==> src/rtl/reg_bank_scheduler_pkg.sv <==
// Shared definitions for the register-bank load scheduler: FSM states,
// source selectors and the index of each universal data register.
package reg_bank_scheduler_pkg;

   localparam int ADDR_W = 4;

   typedef enum logic [1:0] {
      ST_IDLE = 2'd0,
      ST_LOAD = 2'd1,
      ST_ACK  = 2'd2
   } state_e;

   typedef enum logic {
      SRC_RTC = 1'b0,
      SRC_CNT = 1'b1
   } src_e;

   localparam logic [ADDR_W-1:0] REG_SEG      = 4'd0;
   localparam logic [ADDR_W-1:0] REG_MIN      = 4'd1;
   localparam logic [ADDR_W-1:0] REG_HORA     = 4'd2;
   localparam logic [ADDR_W-1:0] REG_DIA      = 4'd3;
   localparam logic [ADDR_W-1:0] REG_MES      = 4'd4;
   localparam logic [ADDR_W-1:0] REG_ANIO     = 4'd5;
   localparam logic [ADDR_W-1:0] REG_TMR_SEG  = 4'd6;
   localparam logic [ADDR_W-1:0] REG_TMR_MIN  = 4'd7;
   localparam logic [ADDR_W-1:0] REG_TMR_HORA = 4'd8;

endpackage

==> src/rtl/reg_bank_scheduler_if.sv <==
// Request/ack bundle between the two load engines and the scheduler,
// plus the hold/select controls the scheduler drives into the bank.
interface reg_bank_scheduler_if
   import reg_bank_scheduler_pkg::*;
#(
   parameter int NUM_REGS = 9
);
   logic                rtc_req;
   logic [ADDR_W-1:0]   rtc_addr;
   logic                cnt_req;
   logic [ADDR_W-1:0]   cnt_addr;
   logic                edit_mode;
   logic [NUM_REGS-1:0] hold;
   logic                chip_select;
   logic                rtc_ack;
   logic                cnt_ack;
   logic                addr_err;
   logic                busy;

   modport slave (
      input  rtc_req, rtc_addr, cnt_req, cnt_addr, edit_mode,
      output hold, chip_select, rtc_ack, cnt_ack, addr_err, busy
   );

   modport master (
      output rtc_req, rtc_addr, cnt_req, cnt_addr, edit_mode,
      input  hold, chip_select, rtc_ack, cnt_ack, addr_err, busy
   );
endinterface

==> src/rtl/reg_bank_scheduler_arbiter.sv <==
// Picks the winner between RTC and counter engines: counter has strict
// priority in edit mode, otherwise round-robin on conflicts.
module rb_arbiter
   import reg_bank_scheduler_pkg::*;
(
   input  logic clk,
   input  logic reset,
   input  logic rtc_req_i,
   input  logic cnt_req_i,
   input  logic edit_mode_i,
   input  logic accept_i,
   output logic valid_o,
   output src_e grant_o
);
   // Resets to counter so that the very first conflict goes to the RTC.
   src_e last_grant_q;

   always_ff @(posedge clk or posedge reset) begin
      if (reset) begin
         last_grant_q <= SRC_CNT;
      end else if (accept_i) begin
         last_grant_q <= grant_o;
      end
   end

   always_comb begin
      valid_o = 1'b0;
      grant_o = SRC_RTC;
      if (edit_mode_i) begin
         valid_o = cnt_req_i;
         grant_o = SRC_CNT;
      end else if (rtc_req_i && cnt_req_i) begin
         valid_o = 1'b1;
         if (last_grant_q == SRC_CNT) begin
            grant_o = SRC_RTC;
         end else begin
            grant_o = SRC_CNT;
         end
      end else if (rtc_req_i) begin
         valid_o = 1'b1;
         grant_o = SRC_RTC;
      end else if (cnt_req_i) begin
         valid_o = 1'b1;
         grant_o = SRC_CNT;
      end
   end
endmodule

==> src/rtl/reg_bank_scheduler.sv <==
// Three-state load scheduler: captures the winning request in IDLE, drops one
// hold bit for a single cycle in LOAD, then acknowledges the winner in ACK.
module reg_bank_scheduler
   import reg_bank_scheduler_pkg::*;
#(
   parameter int NUM_REGS = 9
)(
   input  logic                 clk,
   input  logic                 reset,
   reg_bank_scheduler_if.slave  bus
);
   state_e            state_q, state_d;
   src_e              grant_q, grant_d;
   logic [ADDR_W-1:0] addr_q, addr_d;
   logic              arb_valid;
   src_e              arb_grant;
   logic              accept;
   logic [NUM_REGS-1:0] hold_w;

   rb_arbiter u_arbiter (
      .clk         (clk),
      .reset       (reset),
      .rtc_req_i   (bus.rtc_req),
      .cnt_req_i   (bus.cnt_req),
      .edit_mode_i (bus.edit_mode),
      .accept_i    (accept),
      .valid_o     (arb_valid),
      .grant_o     (arb_grant)
   );

   always_ff @(posedge clk or posedge reset) begin
      if (reset) begin
         state_q <= ST_IDLE;
         grant_q <= SRC_RTC;
         addr_q  <= '0;
      end else begin
         state_q <= state_d;
         grant_q <= grant_d;
         addr_q  <= addr_d;
      end
   end

   always_comb begin
      state_d = state_q;
      grant_d = grant_q;
      addr_d  = addr_q;
      accept  = 1'b0;
      case (state_q)
         ST_IDLE: begin
            if (arb_valid) begin
               accept  = 1'b1;
               grant_d = arb_grant;
               state_d = ST_LOAD;
               if (arb_grant == SRC_CNT) begin
                  addr_d = bus.cnt_addr;
               end else begin
                  addr_d = bus.rtc_addr;
               end
            end
         end
         ST_LOAD: state_d = ST_ACK;
         ST_ACK:  state_d = ST_IDLE;
         default: state_d = ST_IDLE;
      endcase
   end

   // Out-of-range addresses match no bit, so the whole bank stays on hold.
   for (genvar gi = 0; gi < NUM_REGS; gi++) begin : g_hold
      assign hold_w[gi] = !((state_q == ST_LOAD) && (32'(addr_q) == 32'(gi)));
   end

   assign bus.hold        = hold_w;
   assign bus.chip_select = grant_q;
   assign bus.busy        = (state_q != ST_IDLE);
   assign bus.rtc_ack     = (state_q == ST_ACK) && (grant_q == SRC_RTC);
   assign bus.cnt_ack     = (state_q == ST_ACK) && (grant_q == SRC_CNT);
   assign bus.addr_err    = (state_q == ST_ACK) && (32'(addr_q) >= 32'(NUM_REGS));

endmodule

==> src/flat_wrapper.sv <==
// flat-port wrapper written by rule: the top's interface ports become plain ports
module reg_bank_scheduler_flat import reg_bank_scheduler_pkg::*;
#(
   parameter int NUM_REGS = 9
)
  (clk, reset, bus_rtc_req, bus_rtc_addr, bus_cnt_req, bus_cnt_addr, bus_edit_mode, bus_hold, bus_chip_select, bus_rtc_ack, bus_cnt_ack, bus_addr_err, bus_busy);
  reg_bank_scheduler_if #(.NUM_REGS(NUM_REGS)) bus_i ();
  input  logic clk;
  input  logic reset;
  input wire logic [$bits(bus_i.rtc_req)-1:0] bus_rtc_req;
  input wire logic [$bits(bus_i.rtc_addr)-1:0] bus_rtc_addr;
  input wire logic [$bits(bus_i.cnt_req)-1:0] bus_cnt_req;
  input wire logic [$bits(bus_i.cnt_addr)-1:0] bus_cnt_addr;
  input wire logic [$bits(bus_i.edit_mode)-1:0] bus_edit_mode;
  output wire logic [$bits(bus_i.hold)-1:0] bus_hold;
  output wire logic [$bits(bus_i.chip_select)-1:0] bus_chip_select;
  output wire logic [$bits(bus_i.rtc_ack)-1:0] bus_rtc_ack;
  output wire logic [$bits(bus_i.cnt_ack)-1:0] bus_cnt_ack;
  output wire logic [$bits(bus_i.addr_err)-1:0] bus_addr_err;
  output wire logic [$bits(bus_i.busy)-1:0] bus_busy;
  assign bus_i.rtc_req = bus_rtc_req;
  assign bus_i.rtc_addr = bus_rtc_addr;
  assign bus_i.cnt_req = bus_cnt_req;
  assign bus_i.cnt_addr = bus_cnt_addr;
  assign bus_i.edit_mode = bus_edit_mode;
  assign bus_hold = bus_i.hold;
  assign bus_chip_select = bus_i.chip_select;
  assign bus_rtc_ack = bus_i.rtc_ack;
  assign bus_cnt_ack = bus_i.cnt_ack;
  assign bus_addr_err = bus_i.addr_err;
  assign bus_busy = bus_i.busy;
  reg_bank_scheduler #(.NUM_REGS(NUM_REGS)) u_core (.clk(clk), .reset(reset), .bus(bus_i));
endmodule
==> config.mk <==
export PLATFORM = sky130hd
export DESIGN_NAME = reg_bank_scheduler_flat
export DESIGN_NICKNAME = d
export VERILOG_FILES = /design/src/rtl/reg_bank_scheduler_pkg.sv /design/src/rtl/reg_bank_scheduler_if.sv /design/src/rtl/reg_bank_scheduler_arbiter.sv /design/src/rtl/reg_bank_scheduler.sv /design/src/flat_wrapper.sv
export SDC_FILE = /design/constraint.sdc
export NUM_CORES = 1
export LEC_CHECK = 0
export CAP_MARGIN = 15
export CORE_MARGIN = 5
export CORE_UTILIZATION = 30
export DETAILED_ROUTE_END_ITERATION = 7
export SLEW_MARGIN = 20
export SYNTH_ARGS = -nofsm -noshare
export SYNTH_HDL_FRONTEND = slang
export SYNTH_SLANG_ARGS = --single-unit
==> constraint.sdc <==
create_clock -name clk -period 2.2 [get_ports clk]
set_input_delay 0.44 -clock clk [delete_from_list [all_inputs] [get_ports clk]]
set_output_delay 0.44 -clock clk [all_outputs]
set_load 0.01 [all_outputs]
==> impl_metrics.toml, run 1 <==
[setup_path]
startpoint = "u_core.state_q[0]"
cp-end-kind = "primary output"
critPathMaxStageDelay_ns = 0.53
cp_data_required_time_ns = 1.76
cp_cell_sequence = "nor2b_2, and3_1, nand3_1, clkdlybuf4s50_1"
crit_path_top_delay_cell = "clkdlybuf4s50_1"
start_kind = "register"
worstReg2RegStart = "u_core.state_q[1]"
cp.arrival_ns = 1.68
worstSetupPathType = "register to primary output"
cp_max_fo = 5
worstRegToRegCells = 4

[run_status]
status = "completed"

[finish]
multi_input_area_sq_um = 309
nNetsFinal = 102
antenna_cells = 0
area_growth_pct = 58.4
nFillCells = 176
drive_gt1_share_pct = 18.2
stdcell_area_sq_um = 866
seqCellArea_sq_um = 204

[clock_tree]
cts.clk_slew.worst_paths_ns = 0.06
cts.path.max_buffers = 2
cts.htree.levels = 1
cts_root_buffer = "clkbuf_4"
numCtsBuffers = 3
cts.sinks = 8
clk_latency_ns = 0.26
tritoncts = "built"
cts_setup_buffers = 0

[die]
core-area_sq_um = 1730
die_area_sq_um = 2780
rows = 15
die-width_um = 52.7
start_util_pct = 31.7
ios = 27
die_h_um = 52.7

[timing]
setup_viol = 0
rsz0062_at_grt = "yes"
fin_crit_sh_pct = 96.2
finalCriticalPeriod_ns = 2.12
fin_ws_ns = 0.0837
drv_slew = 0
worstMarginPinSlew_ns = 0.407
final_hold_viol_count = 0
fin_worst_skew_ns = 0.00915
relSlewSlack_pct = 72.9
max_freq_mhz = 473

[routing]
wire_per_inst_um = 12.0
initialDrtViolationCount = 5
avgViaCountPerCell = 4.71
dr_total_vias = 532
ant_nets = 0
dr.pass1.iters = 4
finalWirelength_um = 1360
drc_errors = 0

[synth]
synth.area.top_cells = "dfrtp_1 32%, nor2b_1 6.9%, a221oi_1 6.4%"
syn_area_sq_um = 547
async_reset_ff_share_pct = 100
synth_top_area_share_pct = 32.0
syn_area_per_cell_sq_um = 9.43
yosysSeqAreaShare_pct = 36.8
ys_types = 25
yosysWarnings = 0
ys.flop_type = "dfrtp_1"
synth_edf_count = 0
synth_common_cells = "7 x dfrtp_1, 6 x nand2_1, 6 x nor2b_1"
synth.ff_latch_count = 8
synth_nets = 71
yosys.area.top_type = "dfrtp_1"
postSynthCellCount = 58
synth_most_common_cell = "dfrtp_1"

[grt]
grt_pass1_vias = 525
grt_use_total_pct = 11.5
overflow = 0
antenna_found_initial = 0
grt_max_degree = 9
grt_first_pass_wirelength_um = 2280

[placement]
io_buffers = 26
postPlaceCellArea_sq_um = 835
post-dp-hpwl_um = 1160
pre_cts_ws_ns = 0.305
gp_congestion = 0.725

[power_and_ir_drop]
p_leak_uw = 0.000343
peakVddDrop_v = 0.000365
cellPowerDensity_nw_per_um2 = 1020

[flow_run]
max_cap_viol_count = 0

[worst_hold_path]
min_path_type = "input pin to asynchronous set/reset pin"
-- final timing paths --
kind,endpoint,slack [ns]
min reg2reg,u_core.state_q[1],0.49
max in group asynchronous,u_core.u_arbiter.last_grant_q,1.48
max reg2reg,u_core.bus.chip_select,0.68
min,u_core.state_q[1],0.43
min in group clk,u_core.state_q[1],0.49
max,bus_hold[3],0.08
-- cell families after synthesis --
| logic type | after synthesis | share of synthesized area (%) |
|---|---|---|
| flip-flops | 8 | 36.8 |
| AND/OR/NAND/NOR | 26 | 26.3 |
| multiplexers | 2 | 5.49 |
| buffers and inverters | 7 | 7.09 |
| AO/OA/AOI/OAI | 15 | 24.3 |
-- registers in the layout (all words and copies together), names as in the netlist --
signal and cells:
u_core.state_q 2, u_core.addr_q 4, u_core.u_arbiter.last_grant_q 1, u_core.bus.chip_select 1
-- cell type report --
class,count,area share (%)
Clock buffer,4,3.03
Tap cell,25,3.61
Sequential cell,8,23.6
Multi-Input combinational cell,43,35.7
Inverter,6,3.18
Timing Repair Buffer,27,30.9
-- routing by layer --
metal	up-vias	track usage, %	share of wire (%)
li1	267	-	-
met1	240	13.0	42
met2	21	19.0	49
met3	4	1.71	5.7
met4	0	8.94	3.2
met5	-	0	0
-- critical path, delay by kind of cell, from the launching register on --
kind          cells  cell delay [ns]
buf+inv           1             0.53
simple gates      3             0.49
flops             1             0.40
-- metrics by stage --
| stage | total power [uW] | TNS [ns] | util [%] | hold WS (ns) | cells |
|---|---|---|---|---|---|
| global route | 955 | -0.0145 | 50.1 | 0.461 | 113 |
| global placement | 754 | 0 | 48.3 | 0.475 | 109 |
| floorplan | 606 | 0 | - | 0.255 | 58 |
| finish | 885 | 0 | 50.1 | 0.426 | 113 |
| CTS | 891 | 0 | 49.9 | 0.434 | 113 |
| detailed placement | 764 | 0 | 48.3 | 0.492 | 109 |
-- layout by cell type (no fill, tap or decap), drive strengths merged, types with 3 or more instances in the layout --
cell	instances
a221oi	4
clkbuf	4
clkdlybuf4s50	26
dfrtp	7
inv	6
nand2	6
nand3	3
nor2b	6
o21ai	4
-- where the power goes --
group	switching [uW]	leakage, uW	internal, uW	total [uW]
logic	200	0.000239	257	457
registers	76.0	0.0000896	228	304
clock network	53.6	0.0000150	69.6	123
total	330	0.000343	555	885
-- what timing repair did --
item                                    4_1_cts  5_1_grt
endpoints found under the setup margin        0        9
hold buffers                                  0        0
resized for setup                             0        3
Power figures use the tool's default switching activity.
==> run 2, diff against run 1 <==
Settings changed: SYNTH_HIERARCHICAL set to 1.
==> impl_metrics.toml, run 2 <==
[synth]
synth_edf_count = 0
syn_area_sq_um = 539
synth_nets = 62
syn_area_per_cell_sq_um = 11.0
yosys.area.top_type = "dfrtp_1"
async_reset_ff_share_pct = 100
synth_common_cells = "7 x dfrtp_1, 7 x nand2_1, 5 x mux2_4"
synth.area.top_cells = "dfrtp_1 32%, mux2_4 14%, mux2_2 8.4%"
synth_top_area_share_pct = 32.5
ys.flop_type = "dfrtp_1"
yosysSeqAreaShare_pct = 37.4
yosysWarnings = 6
synth.ff_latch_count = 8
postSynthCellCount = 49
ys_types = 23

[power_and_ir_drop]
peakVddDrop_v = 0.000468
cellPowerDensity_nw_per_um2 = 1090
p_leak_uw = 0.000371

[routing]
met1_length_um = 625
met3_length_um = 80
met2_length_um = 617
avgViaCountPerCell = 4.50
dr_total_vias = 468
wire_per_inst_um = 12.8
drc_errors = 0
dr.pass1.iters = 4
ant_nets = 0
dr.max_layer_used = "met4"
finalWirelength_um = 1330
initialDrtViolationCount = 5

[die]
die_area_sq_um = 2750
ios = 27
die-width_um = 52.4
rows = 15
start_util_pct = 31.2
die_h_um = 52.4
core-area_sq_um = 1730

[finish]
antenna_cells = 0
layout.cells.non_filler = 104
nNetsFinal = 93
final_cell_mix = "24 x clkdlybuf4s50_1, 7 x nand2_1, 5 x mux2_4, 5 x dfrtp_1, 4 x mux2_2"
area_growth_pct = 61.3
regMostFlops = "u_core/addr_q"
final_common_cell = "clkdlybuf4s50_1"
drive_gt1_share_pct = 27.8
reg.largest.list = "u_core/addr_q: 4 flops, u_core/state_q: 2 flops"
nFillCells = 177
largest_reg_flops = 4

[grt]
antenna_found_initial = 0
grt_pass1_vias = 445
overflow = 0
grt_first_pass_wirelength_um = 2100
grt_use_total_pct = 10.7
grt_max_degree = 8

[setup_path]
cp_cell_sequence = "and4bb_2, nand3_1, clkdlybuf4s50_1"
crit_path_top_delay_cell = "clkdlybuf4s50_1"
start_kind = "register"
cp.arrival_ns = 1.66
cp-end-kind = "primary output"
critical_path_buf_inv_count = 1
worstSetupPathType = "register to primary output"
path_delay_family = "buffers and inverters"
critPathMaxStageDelay_ns = 0.49
cp_max_fo = 5
cp_data_required_time_ns = 1.76

[timing]
worstMarginPinSlew_ns = 0.478
fin_crit_sh_pct = 95.3
fin_worst_skew_ns = 0.00105
drv_slew = 0
tns_ns = 0
relSlewSlack_pct = 68.1
setup_viol = 0
final_hold_viol_count = 0
max_freq_mhz = 477
fin_hold_ws_ns = 0.443
fin_ws_ns = 0.103
finalCriticalPeriod_ns = 2.10
rsz0062_at_grt = "no"

[clock_tree]
cts.sinks = 8
cts.clk_slew.worst_paths_ns = 0.06
cts.htree.levels = 1
tritoncts = "built"
cts_hold_buf = 0
cts.path.max_buffers = 2
cts_root_buffer = "clkbuf_4"
clk_latency_ns = 0.26
numCtsBuffers = 3

[placement]
place_inst = 100
post-dp-hpwl_um = 1060
gp_congestion = 0.731
pre_cts_ws_ns = 0.142
io_buffers = 26

[worst_hold_path]
min_path_type = "input pin to asynchronous set/reset pin"

[flow_run]
max_cap_viol_count = 0

[run_status]
status = "completed"
==> run 2: cell types whose count changed after synthesis, sizes merged, moves of 3 or more <==
cell and change:
mux2 +7, a221oi -4, o21ai -4, inv -3, nor2b -3
==> run 2: metrics by stage <==
| step | total power, uW | cell area (sq um) | util (%) |
|---|---|---|---|
| after floorplan | 627 | 539 | - |
| after global placement | 799 | 827 | 47.9 |
| after detailed placement | 804 | 827 | 47.9 |
| after CTS | 954 | 862 | 49.9 |
| after global routing | 1010 | 870 | 50.4 |
| final | 945 | 870 | 50.4 |
==> run 2: timing repair <==
item,CTS,global route
hold endpoints to repair,0,0
buffers inserted,0,0
pin swaps,0,2
setup endpoints to repair,1,2
gates resized for setup,1,4
==> run 2: area by class of cell <==
| type | instances | area, sq um | share of cell area, % |
|---|---|---|---|
| Tap cell | 25 | 31.3 | 3.60 |
| Clock buffer | 4 | 26.3 | 3.02 |
| Multi-Input combinational cell | 36 | 317 | 36.4 |
| Timing Repair Buffer | 28 | 280 | 32.2 |
| Sequential cell | 8 | 204 | 23.5 |
| Inverter | 3 | 11.3 | 1.29 |
==> run 2: report_power, final <==
part / switching [uW] / internal [uW] / leakage (uW)
logic: 179 / 304 / 0.000265
registers: 104 / 231 / 0.0000914
clock network: 58.0 / 69.9 / 0.0000150
==> run 2: routing by layer <==
metal | global-route usage, % | vias up
li1 | - | 231
met4 | 2.55 | 0
met5 | 0 | -
met1 | 15.0 | 220
met2 | 14.9 | 15
met3 | 4.56 | 2
==> run 2: final timing paths <==
check	startpoint	to	slack, ns	cells after the start
max in group asynchronous	reset	u_core/addr_q[1]	1.51	2
setup reg to reg	u_core/state_q[1]	u_core/addr_q[3]	0.69	3
setup / recovery	u_core/addr_q[3]	bus_hold[7]	0.10	3
hold / removal	reset	u_core/state_q[0]	0.44	2
hold reg to reg	u_core/u_arbiter/last_grant_q	u_core/u_arbiter/last_grant_q	0.51	2
min in group clk	u_core/u_arbiter/last_grant_q	u_core/u_arbiter/last_grant_q	0.51	2
==> run 2: cells by family (layout without fill, tap and decap cells) <==
family                 count (synthesis)  count (layout)  share of synthesized area, %
AO/OA/AOI/OAI                          3               3                          4.64
buffers and inverters                  5              35                          5.57
flip-flops                             8               8                          37.4
AND/OR/NAND/NOR                       24              24                          30.2
multiplexers                           9               9                          22.3
